[config.mk]
export PLATFORM = sky130hd
export DESIGN_NAME = matmul_seq
export DESIGN_NICKNAME = d
export VERILOG_FILES = /design/src/rtl/matmul_pkg.sv /design/src/rtl/matmul_idx_cnt.sv /design/src/rtl/matmul_seq.sv
export SDC_FILE = /design/constraint.sdc
export NUM_CORES = 1
export LEC_CHECK = 0
export BUFFER_PORTS_ARGS = -buffer_cell sky130_fd_sc_hd__buf_4
export CORE_MARGIN = 1
export CORE_UTILIZATION = 40
export DETAILED_ROUTE_END_ITERATION = 10
export PLACE_DENSITY = 0.57
export SLEW_MARGIN = 20
export SYNTH_ARGS = -nofsm -noshare
export SYNTH_HDL_FRONTEND = slang
export SYNTH_SLANG_ARGS = --single-unit
[constraint.sdc]
create_clock -name clk -period 6.5 [get_ports clk]
set_input_delay 0.65 -clock clk [delete_from_list [all_inputs] [get_ports clk]]
set_output_delay 0.65 -clock clk [all_outputs]
set_load 0.01 [all_outputs]
[src/rtl/matmul_pkg.sv]
// Shared types and constants for the sequential matrix-multiply sequencer.
// The optional result handshake is enabled with MATMUL_SEQ_HANDSHAKE_EN.
package matmul_pkg;

  localparam int SEL_W      = 4;
  localparam int DEF_ROWS   = 3;
  localparam int DEF_INNER  = 4;
  localparam int DEF_COLS   = 3;

  typedef enum logic [2:0] {
    S_IDLE = 3'd0,
    S_CLR  = 3'd1,
    S_ACC  = 3'd2,
    S_WR   = 3'd3,
    S_DONE = 3'd4
  } state_t;

  // Row-major linear index major*stride + minor; the size limits keep it within SEL_W bits.
  function automatic logic [SEL_W-1:0] lin_idx(input logic [SEL_W-1:0] major,
                                               input int stride,
                                               input logic [SEL_W-1:0] minor);
    return SEL_W'(int'(major) * stride + int'(minor));
  endfunction

endpackage

[src/rtl/matmul_idx_cnt.sv]
// Nested row/col/k counters for the matmul sequencer, with wrap and last-element flags.
module matmul_idx_cnt
  import matmul_pkg::*;
#(
  parameter int ROWS  = DEF_ROWS,
  parameter int INNER = DEF_INNER,
  parameter int COLS  = DEF_COLS
) (
  input  logic             clk,
  input  logic             reset,
  input  logic             clr,
  input  logic             k_clr,
  input  logic             k_inc,
  input  logic             elem_adv,
  output logic [SEL_W-1:0] row,
  output logic [SEL_W-1:0] col,
  output logic [SEL_W-1:0] k,
  output logic             k_last,
  output logic             elem_last
);

  assign k_last    = (k == SEL_W'(INNER - 1));
  assign elem_last = (row == SEL_W'(ROWS - 1)) && (col == SEL_W'(COLS - 1));

  always_ff @(posedge clk or posedge reset) begin
    if (reset) begin
      row <= '0;
      col <= '0;
      k   <= '0;
    end else if (clr) begin
      row <= '0;
      col <= '0;
      k   <= '0;
    end else begin
      if (k_clr) begin
        k <= '0;
      end else if (k_inc) begin
        k <= k + 1'b1;
      end
      // Column advances per accepted element; row steps when the column wraps.
      if (elem_adv) begin
        if (col == SEL_W'(COLS - 1)) begin
          col <= '0;
          row <= (row == SEL_W'(ROWS - 1)) ? '0 : row + 1'b1;
        end else begin
          col <= col + 1'b1;
        end
      end
    end
  end

endmodule

[src/rtl/matmul_seq.sv]
// Sequencer that walks a MAC unit through C = A x B, one C element at a time.
// Define MATMUL_SEQ_HANDSHAKE_EN to make WR wait for res_ready; otherwise WR lasts one cycle.
module matmul_seq
  import matmul_pkg::*;
#(
  parameter int ROWS  = DEF_ROWS,
  parameter int INNER = DEF_INNER,
  parameter int COLS  = DEF_COLS
) (
  input  logic             clk,
  input  logic             reset,
  input  logic             start,
  input  logic             abort,
  input  logic             res_ready,
  output logic             busy,
  output logic             done,
  output logic             mac_clr,
  output logic             mac_en,
  output logic [SEL_W-1:0] a_sel,
  output logic [SEL_W-1:0] b_sel,
  output logic             res_valid,
  output logic [SEL_W-1:0] res_sel,
  output logic [2:0]       state_dbg
);

  if (ROWS < 1 || INNER < 1 || COLS < 1 ||
      ROWS * INNER > 16 || INNER * COLS > 16 || ROWS * COLS > 16) begin : g_size_err
    $error("matmul_seq: dimensions exceed 4-bit index range");
  end

  state_t           state;
  logic [SEL_W-1:0] row, col, k;
  logic             k_last, elem_last;
  logic             accept;
  logic             cnt_clr, k_clr, k_inc, elem_adv;

  // Result handshake: an element transfers on a cycle where res_valid and res_ready are both 1;
  // res_valid/res_sel stay stable until then and nothing else moves.
`ifdef MATMUL_SEQ_HANDSHAKE_EN
  assign accept = res_ready;
`else
  logic unused_res_ready;
  assign unused_res_ready = res_ready;
  assign accept = 1'b1;
`endif

  assign cnt_clr  = (abort && state != S_IDLE) || (state == S_DONE);
  assign k_clr    = (state == S_CLR);
  assign k_inc    = (state == S_ACC) && !k_last;
  assign elem_adv = (state == S_WR) && accept;

  matmul_idx_cnt #(.ROWS(ROWS), .INNER(INNER), .COLS(COLS)) u_cnt (
    .clk       (clk),
    .reset     (reset),
    .clr       (cnt_clr),
    .k_clr     (k_clr),
    .k_inc     (k_inc),
    .elem_adv  (elem_adv),
    .row       (row),
    .col       (col),
    .k         (k),
    .k_last    (k_last),
    .elem_last (elem_last)
  );

  // Abort outranks every transition, including a start seen in IDLE.
  always_ff @(posedge clk or posedge reset) begin
    if (reset) begin
      state <= S_IDLE;
    end else if (abort) begin
      state <= S_IDLE;
    end else begin
      case (state)
        S_IDLE:  if (start) state <= S_CLR;
        S_CLR:   state <= S_ACC;
        S_ACC:   if (k_last) state <= S_WR;
        S_WR:    if (accept) state <= elem_last ? S_DONE : S_CLR;
        S_DONE:  state <= S_IDLE;
        default: state <= S_IDLE;
      endcase
    end
  end

  always_comb begin
    busy      = (state != S_IDLE);
    done      = (state == S_DONE);
    mac_clr   = (state == S_CLR);
    mac_en    = (state == S_ACC);
    res_valid = (state == S_WR);
    a_sel     = '0;
    b_sel     = '0;
    res_sel   = '0;
    if (state == S_ACC) begin
      a_sel = lin_idx(row, INNER, k);
      b_sel = lin_idx(k, COLS, col);
    end
    if (state == S_WR) begin
      res_sel = lin_idx(row, COLS, col);
    end
  end

  assign state_dbg = state;

endmodule

Word level (Yosys, flattened, before mapping)
Cells that the tools add are included.
{"block": "word_totals", "reg_bits": 15, "inputBits": 5, "out_inout_bits": 20, "word_cells": 51}
{"block": "op_classes", "add_sub_neg": 6, "n_mul": 2, "n_eq_ne": 9, "n_mux": 18, "reduce_logical": 12}
{"op": "$mux 4", "n": 13}
{"op": "$add 4x1->4 const B", "n": 3}
{"op": "$add 4x4->4", "n": 3}
{"op": "$eq 4x2->1 const B", "n": 3}
{"op": "$mux 3", "n": 4}
{"op": "$pmux 3 s4", "n": 1}
{"op": "$mul 4x2->4 const B", "n": 2}
{"op": "$eq 3x2->1 const B", "n": 2}
{"op": "$reduce_bool 3->1", "n": 2}
{"op": "$reduce_and 2->1", "n": 2}
{"op": "$reduce_bool 2->1", "n": 2}
{"op": "$eq 3x1->1 const B", "n": 1}
{"op": "$eq 3x3->1 const B", "n": 1}
{"op": "$logic_and 1x1->1", "n": 3}
{"op": "$logic_not 3->1", "n": 1}
{"op": "$ne 3x2->1 const B", "n": 1}
{"op": "$ne 3x3->1 const B", "n": 1}
{"op": "$logic_not 1->1", "n": 1}
{"op": "$logic_or 1x1->1", "n": 1}

Depth between registers and ports, before layout
Gate-level depths: netlist (run 1).
{"block": "depth", "ltp_word": 6, "depth_mapped": 7, "ltp_nobuf": 7}

Modules after synthesis
Synthesis (run 1) repeated with hierarchy kept, for this count alone.
{"block": "hier_totals", "hier_cells": 124, "hier_area_um2": 1247.4}
{"module": "matmul_idx_cnt", "n_inst": 1, "cells_each": 62, "area_each_um2": 674.4, "seq_area_each_um2": 300.3}
{"module": "matmul_seq", "n_inst": 1, "cells_each": 62, "area_each_um2": 573.0, "seq_area_each_um2": 75.1}

Worst setup path after synthesis (run 1)
Ideal clock, no wire load.
{"block": "synth_timing", "kind": "register to output", "from": "reg u_cnt.row[0]", "to": "out res_sel[3]", "arrival_ps": 1963, "t_required_ps": 5850, "setup_slack_ps": 3887, "path_stages_with_launch": 8, "n_path_buf": 0, "cell_sequence": "dfrtp_1 -> fa_1 -> ha_1 -> inv_1 -> fa_1 -> xnor2_1 -> xnor2_1 -> nor2_1"}
{"block": "synth_via", "elab_chain_cells": 3}
{"item": "start: declaration", "line_no": "matmul_idx_cnt.sv:15", "source": "output logic [SEL_W-1:0] row,"}
{"item": "start signal: assignment", "line_no": "matmul_idx_cnt.sv:44", "source": "row <= (row == SEL_W'(ROWS - 1)) ? '0 : row + 1'b1;"}
{"item": "$mul 4x2->4", "line_no": "matmul_pkg.sv:22", "source": "return SEL_W'(int'(major) * stride + int'(minor));"}
{"item": "$add 4x4->4", "line_no": "matmul_pkg.sv:22"}
{"item": "$mux 4", "line_no": "matmul_seq.sv:97", "source": "if (state == S_WR) begin"}
{"item": "end: declaration", "line_no": "matmul_seq.sv:22", "source": "output logic [SEL_W-1:0] res_sel,"}
No other way between the ends.

Worst setup path in the final report (run 1)
Ends and elaborated chain as after synthesis.

==> results of run 1 <==
-- path summary, 6_finish.rpt --
kind | start | end | slack [ns] | depth (start not counted)
max in group asynchronous | reset | u_cnt.col[0]$_DFFE_PP0P_ | 5.71 | 2
min in group clk | abort | state_dbg[1]$_DFFE_PP0P_ | 0.53 | 2
max | u_cnt.row[0]$_DFFE_PP0P_ | res_sel[3] | 3.35 | 8
min reg2reg | u_cnt.row[3]$_DFFE_PP0P_ | u_cnt.row[3]$_DFFE_PP0P_ | 0.57 | 2
max reg2reg | state_dbg[1]$_DFFE_PP0P_ | u_cnt.k[3]$_DFFE_PP0P_ | 4.63 | 3
min | reset | state_dbg[1]$_DFFE_PP0P_ | 0.41 | 2
-- cell type report --
type | count | area [µm²] | area share [%]
well taps | 44 | 55.05 | 3.651
inverters | 16 | 60.06 | 3.983
repair buffers | 23 | 172.7 | 11.45
multi-input cells | 105 | 817.0 | 54.19
clock inverters | 1 | 5.005 | 0.3319
flip-flops and latches | 15 | 375.4 | 24.90
clock buffers | 3 | 22.52 | 1.494
-- per-layer routing --
metal  global-route usage, %  routed length [µm]
met3                   5.055                 114
met4                   4.422                  19
met1                   22.39                1274
met5                       0                   0
met2                   28.24                1242
-- worst max-delay path, delay by kind of cell, from the launching register on --
kind	cells	cell delay, ns
XOR/XNOR	2	0.35
adder cells (fa/ha/maj)	3	1.10
buffers and inverters	2	0.21
flip-flops	1	0.51
AND/OR/NAND/NOR	1	0.05
-- state kept, by name (all words and copies together), names as in the netlist --
| register | flops |
|---|---|
| state_dbg | 3 |
| u_cnt.row | 4 |
| u_cnt.k | 4 |
| u_cnt.col | 4 |
-- layout by cell type (no fill, tap or decap), types with 4 or more instances in the layout --
cell / instances
and2_1: 7
nor2_1: 7
o21ai_0: 9
a21oi_1: 15
inv_1: 15
ha_1: 14
or3_1: 6
xnor2_1: 6
nand2_1: 4
dfrtp_1: 15
fa_1: 6
buf_4: 23
-- power by group through the flow --
| stage | Sequential (mW) | Clock, mW | Combinational, mW |
|---|---|---|---|
| floorplan | 0.126 | 0 | 0.0910 |
| global placement | 0.139 | 0 | 0.119 |
| detailed placement | 0.141 | 0 | 0.126 |
| CTS | 0.139 | 0.0561 | 0.126 |
| global route | 0.143 | 0.0598 | 0.141 |
| finish | 0.138 | 0.0541 | 0.124 |
-- logic make-up (layout without fill, tap and decap cells) --
group / count (synthesis) / after routing / share of synthesized area (%)
XOR/XNOR: 9 / 9 / 6.165
buffers and inverters: 22 / 43 / 6.750
adder cells (fa/ha/maj): 20 / 20 / 23.09
AO/OA/AOI/OAI: 30 / 30 / 12.92
AND/OR/NAND/NOR: 46 / 46 / 21.72
flip-flops: 15 / 15 / 29.35
-- metrics by stage --
step	util (%)	instance area, µm²
2_1_floorplan	-	1279
3_3_place_gp	48.48	1480
3_5_place_dp	48.48	1480
4_1_cts	49.39	1508
5_1_grt	49.39	1508
6_report	49.39	1508
==> out/metrics.yaml, run 1 <==
antenna_found_initial: 0
critPathMaxFanout: 8
drv_cap: 0
nNetsFinal: 189
syn_inst: 142
synth_common_cells: "a21oi_1, dfrtp_1, inv_1"
wire_per_inst_um: 12.81
irDropWorstVdd_uv: 167.9
rows: 20
finalMaxSlewViolations: 0
slowest_stage: "fa_1"
finalSetupViolCount: 0
routabilityCongestion: 0.8957
cp.arrival_ns: 2.50
cp_cell_sequence: "fa_1 -> ha_1 -> inv_1 -> fa_1 -> xnor2_1 -> xnor2_1 -> nor2_1 -> buf_4"
drc_errors: 0
htree_levels: 1
timing.setup.tns_ns: 0
slowest_delay_ns: 0.58
yosysSeqAreaShare_pct: 29.35
clkPwrFrac_pct: 17.1
sw_frac_of_total_pct: 41.54
syn_area_um2: 1279
period_needed_ns: 3.149
cts_inserted_buffers: 3
die_area_um2: 3427
grt_usage_pct: 17.22
hp-class: "in -> async"
ys_warn_count: 0
power_density_nw_per_um2: 209.9
fillers: 311
hold_viol_final: 0
avgSynthCellArea_um2: 9.005
p_sw_mw: 0.1315
cts.sinks: 15
final.setup.worst_slack_ns: 3.351
clock_skew_ns: 0.003547
overflow: 0
p_leak_nw: 0.7061
port_buffers: 23
place_inst: 203
clock_path_buffers: 2
clock_latency_ns: 0.28
fin_hold_ws_ns: 0.4138
syn-num-nets: 167
path_clk_slew_ns: 0.09
final_layout_size_suffix_gt1_share_pct: 17.18
hpwl_mm: 2.035
p_int_mw: 0.1850
grt_max_degree: 16
grt_pass1_vias: 952
routed_via_density: 5.082
ctsHoldBuffers: 0
worst_ep_required_time_ns: 5.85
routed-via-count: 1052
fmax_mhz: 317.5
ys_seq_elements: 15
endpoint_kind: "output port"
critPathKind: "reg -> out"
worst_setup_path_start_kind: "register"
n_antenna_cell: 0
p_seq_share_pct: 43.6
instances_no_fill: 207
slew_headroom_pct: 57.09
ant_nets: 0
dp_slack_ns: 3.658
num_io_pins: 25
cts_setup_buffers: 0
yosys.cell_types.count: 33
drt_iter0_drc: 32
netlist.area_leader.share_pct: 29.35
post-route-period-util_pct: 48.45
drt-total-wl_mm: 2.651
ys_async_sr_fraction_pct: 100.0
rsz0062_at_grt: "no"
synth_flop_cell: "dfrtp_1"
area_growth_pct: 17.91
die_width_um: 58.54
cts_tree: "done"
die_h_um: 58.54
root_buffer: "clkbuf_4"
worst_pin_slew_ns: 0.6422
combPwrFrac_pct: 39.3
synth_edf_count: 0
synthTopCellsByArea: "dfrtp_1, ha_1, fa_1"
grt_pass1_wl_mm: 4.353
cts.repair.resized: 0
coreArea_um2: 3053
outcome: "finished clean"
drt_pass1_iterations: 4
power.total_mw: 0.3165
start_util_pct: 41.89
synth_largest_area_cell: "dfrtp_1"
Note: power is estimated with default switching activity, not from simulation.
==> inputs of run 2 (changes only) <==
- clock period: 6.5 -> 3.1 ns (I/O delays scaled with it)
==> run 2 against run 1 <==
Count of clock-buffer cells in the layout unchanged. Core utilization unchanged. Global-route usage up 0.75 points. First-iteration DRC count down 34%.
==> out/metrics.yaml, run 2 (synthesis gave the netlist of run 1 again) <==
fin_hold_ws_ns: 0.06523  # -0.3486 ns
instances_no_fill: 207  # unchanged
p_leak_nw: 0.7061  # unchanged
cts_tree: "done"
drv_cap: 0  # unchanged
root_buffer: "clkbuf_4"
irDropWorstVdd_uv: 365.8  # +120%
clock_skew_ns: 0.005602  # +0.002055 ns
routed-via-count: 1060  # +0.76%
startpoint: "u_cnt.row[1]$_DFFE_PP0P_"
die_area_um2: 3427  # unchanged
hp-class: "in -> async"
area_growth_pct: 17.91  # unchanged
drt_pass1_iterations: 4  # unchanged
clock_latency_ns: 0.30  # +0.02 ns
ctsHoldBuffers: 0  # unchanged
cts_setup_buffers: 0  # unchanged
hold_viol_final: 0  # unchanged
endpoint_kind: "output port"
routed_via_density: 5.121  # +0.76%
ant_nets: 0  # unchanged
cp.arrival_ns: 2.49  # about the same
num_io_pins: 25  # unchanged
drc_errors: 0  # unchanged
antenna_found_initial: 0  # unchanged
cts_inserted_buffers: 3  # unchanged
cts.repair.resized: 0  # unchanged
slew_headroom_pct: 56.13  # -0.96 points
nNetsFinal: 189  # unchanged
worst_pin_slew_ns: 0.6566  # +0.01438 ns
coreArea_um2: 3053  # unchanged
critPathKind: "reg -> out"
placed_cell_area_um2: 1480  # unchanged
timing.rr.start: "state_dbg[1]$_DFFE_PP0P_"
wire_per_inst_um: 12.94  # +1.0%
grt_max_degree: 16  # unchanged
critPathMaxFanout: 7  # -1
grt_usage_pct: 17.97  # +0.75 points
power.total_mw: 0.6717  # +110%
post-route-period-util_pct: 90.34
die_width_um: 58.54  # unchanged
worst_ep_required_time_ns: 2.79  # -3.06 ns
design_area_um2: 1508  # unchanged
cts.sinks: 15  # unchanged
reg_top3: "u_cnt.col: 4 flops, u_cnt.k: 4 flops, u_cnt.row: 4 flops"
period_needed_ns: 2.801
rsz0062_at_grt: "no"
port_buffers: 23  # unchanged
power_density_nw_per_um2: 445.5  # +110%
drt_iter0_drc: 21  # -34%
final_common_cell: "buf_4"
n_antenna_cell: 0  # unchanged
htree_levels: 1  # unchanged
ff2ff_path_depth: 3  # unchanged
finalSetupViolCount: 0  # unchanged
path_clk_slew_ns: 0.10  # about the same
drt-total-wl_mm: 2.678  # +1.0%
fmax_mhz: 357.1
hpwl_mm: 2.030  # -0.23%
start_util_pct: 41.89  # unchanged
grt_pass1_vias: 1001  # +5.1%
overflow: 0  # unchanged
most-common-layout-cells: "buf_4, a21oi_1, inv_1, dfrtp_1, ha_1"
routabilityCongestion: 0.8988  # +0.35%
clock_path_buffers: 2  # unchanged
worst_setup_path_start_kind: "register"
finalMaxSlewViolations: 0  # unchanged
final_layout_size_suffix_gt1_share_pct: 17.18  # unchanged
die_h_um: 58.54  # unchanged
place_inst: 203  # unchanged
grt_pass1_wl_mm: 4.602  # +5.7%
rows: 20  # unchanged
timing.setup.tns_ns: 0  # unchanged
fillers: 310  # -0.32%
outcome: "finished clean"
[run 2: cell counts in the layout (fill, tap and decap cells not counted)]
Identical to the previous run, type by type.
[run 2: layout make-up]
class / instances / area (µm²) / area share, %
timing repair buffer: 23 / 172.7 / 11.45
clock inverter: 1 / 5.005 / 0.3319
sequential: 15 / 375.4 / 24.90
multi-input combinational: 105 / 817.0 / 54.19
clock buffer: 3 / 22.52 / 1.494
inverter: 16 / 60.06 / 3.983
tap: 44 / 55.05 / 3.651
[run 2: final timing paths]
path	endpoint	slack [ns]
setup reg to reg	u_cnt.k[3]$_DFFE_PP0P_	1.21
max in group asynchronous	u_cnt.col[0]$_DFFE_PP0P_	2.65
min in group clk	state_dbg[1]$_DFFE_PP0P_	0.18
setup / recovery	res_sel[3]	0.30
hold reg to reg	u_cnt.row[3]$_DFFE_PP0P_	0.56
hold / removal	u_cnt.k[0]$_DFFE_PP0P_	0.07
[run 2: critical path, cell delays in order (launching register included)]
cell and delay, ns:
dfrtp_1 0.52, fa_1 0.57, ha_1 0.14, inv_1 0.05, fa_1 0.37, xnor2_1 0.20, xnor2_1 0.14, nor2_1 0.05
buf_4 0.16
[run 2: where the power goes]
group	total (mW)	switching, mW	internal (mW)
Combinational	0.263	0.145	0.117
Clock	0.118	0.0702	0.0481
Sequential	0.291	0.0682	0.223
Total	0.672	0.284	0.388
[run 2: through the flow]
stage | worst slack, ns | util (%)
2_1_floorplan | 0.8267 | -
3_3_place_gp | 0.6574 | 48.48
3_5_place_dp | 0.6166 | 48.48
4_1_cts | 0.2714 | 49.39
5_1_grt | 0.07117 | 49.39
6_report | 0.2995 | 49.39
[run 2: per-layer routing]
layer  global-route usage [%]  vias up  share of wire (%)
met2                    29.72       19                 47
li1                         -      527                  -
met5                        0        -                  0
met3                    4.835        4                3.8
met4                    6.122        0                1.3
met1                    22.77      510                 48
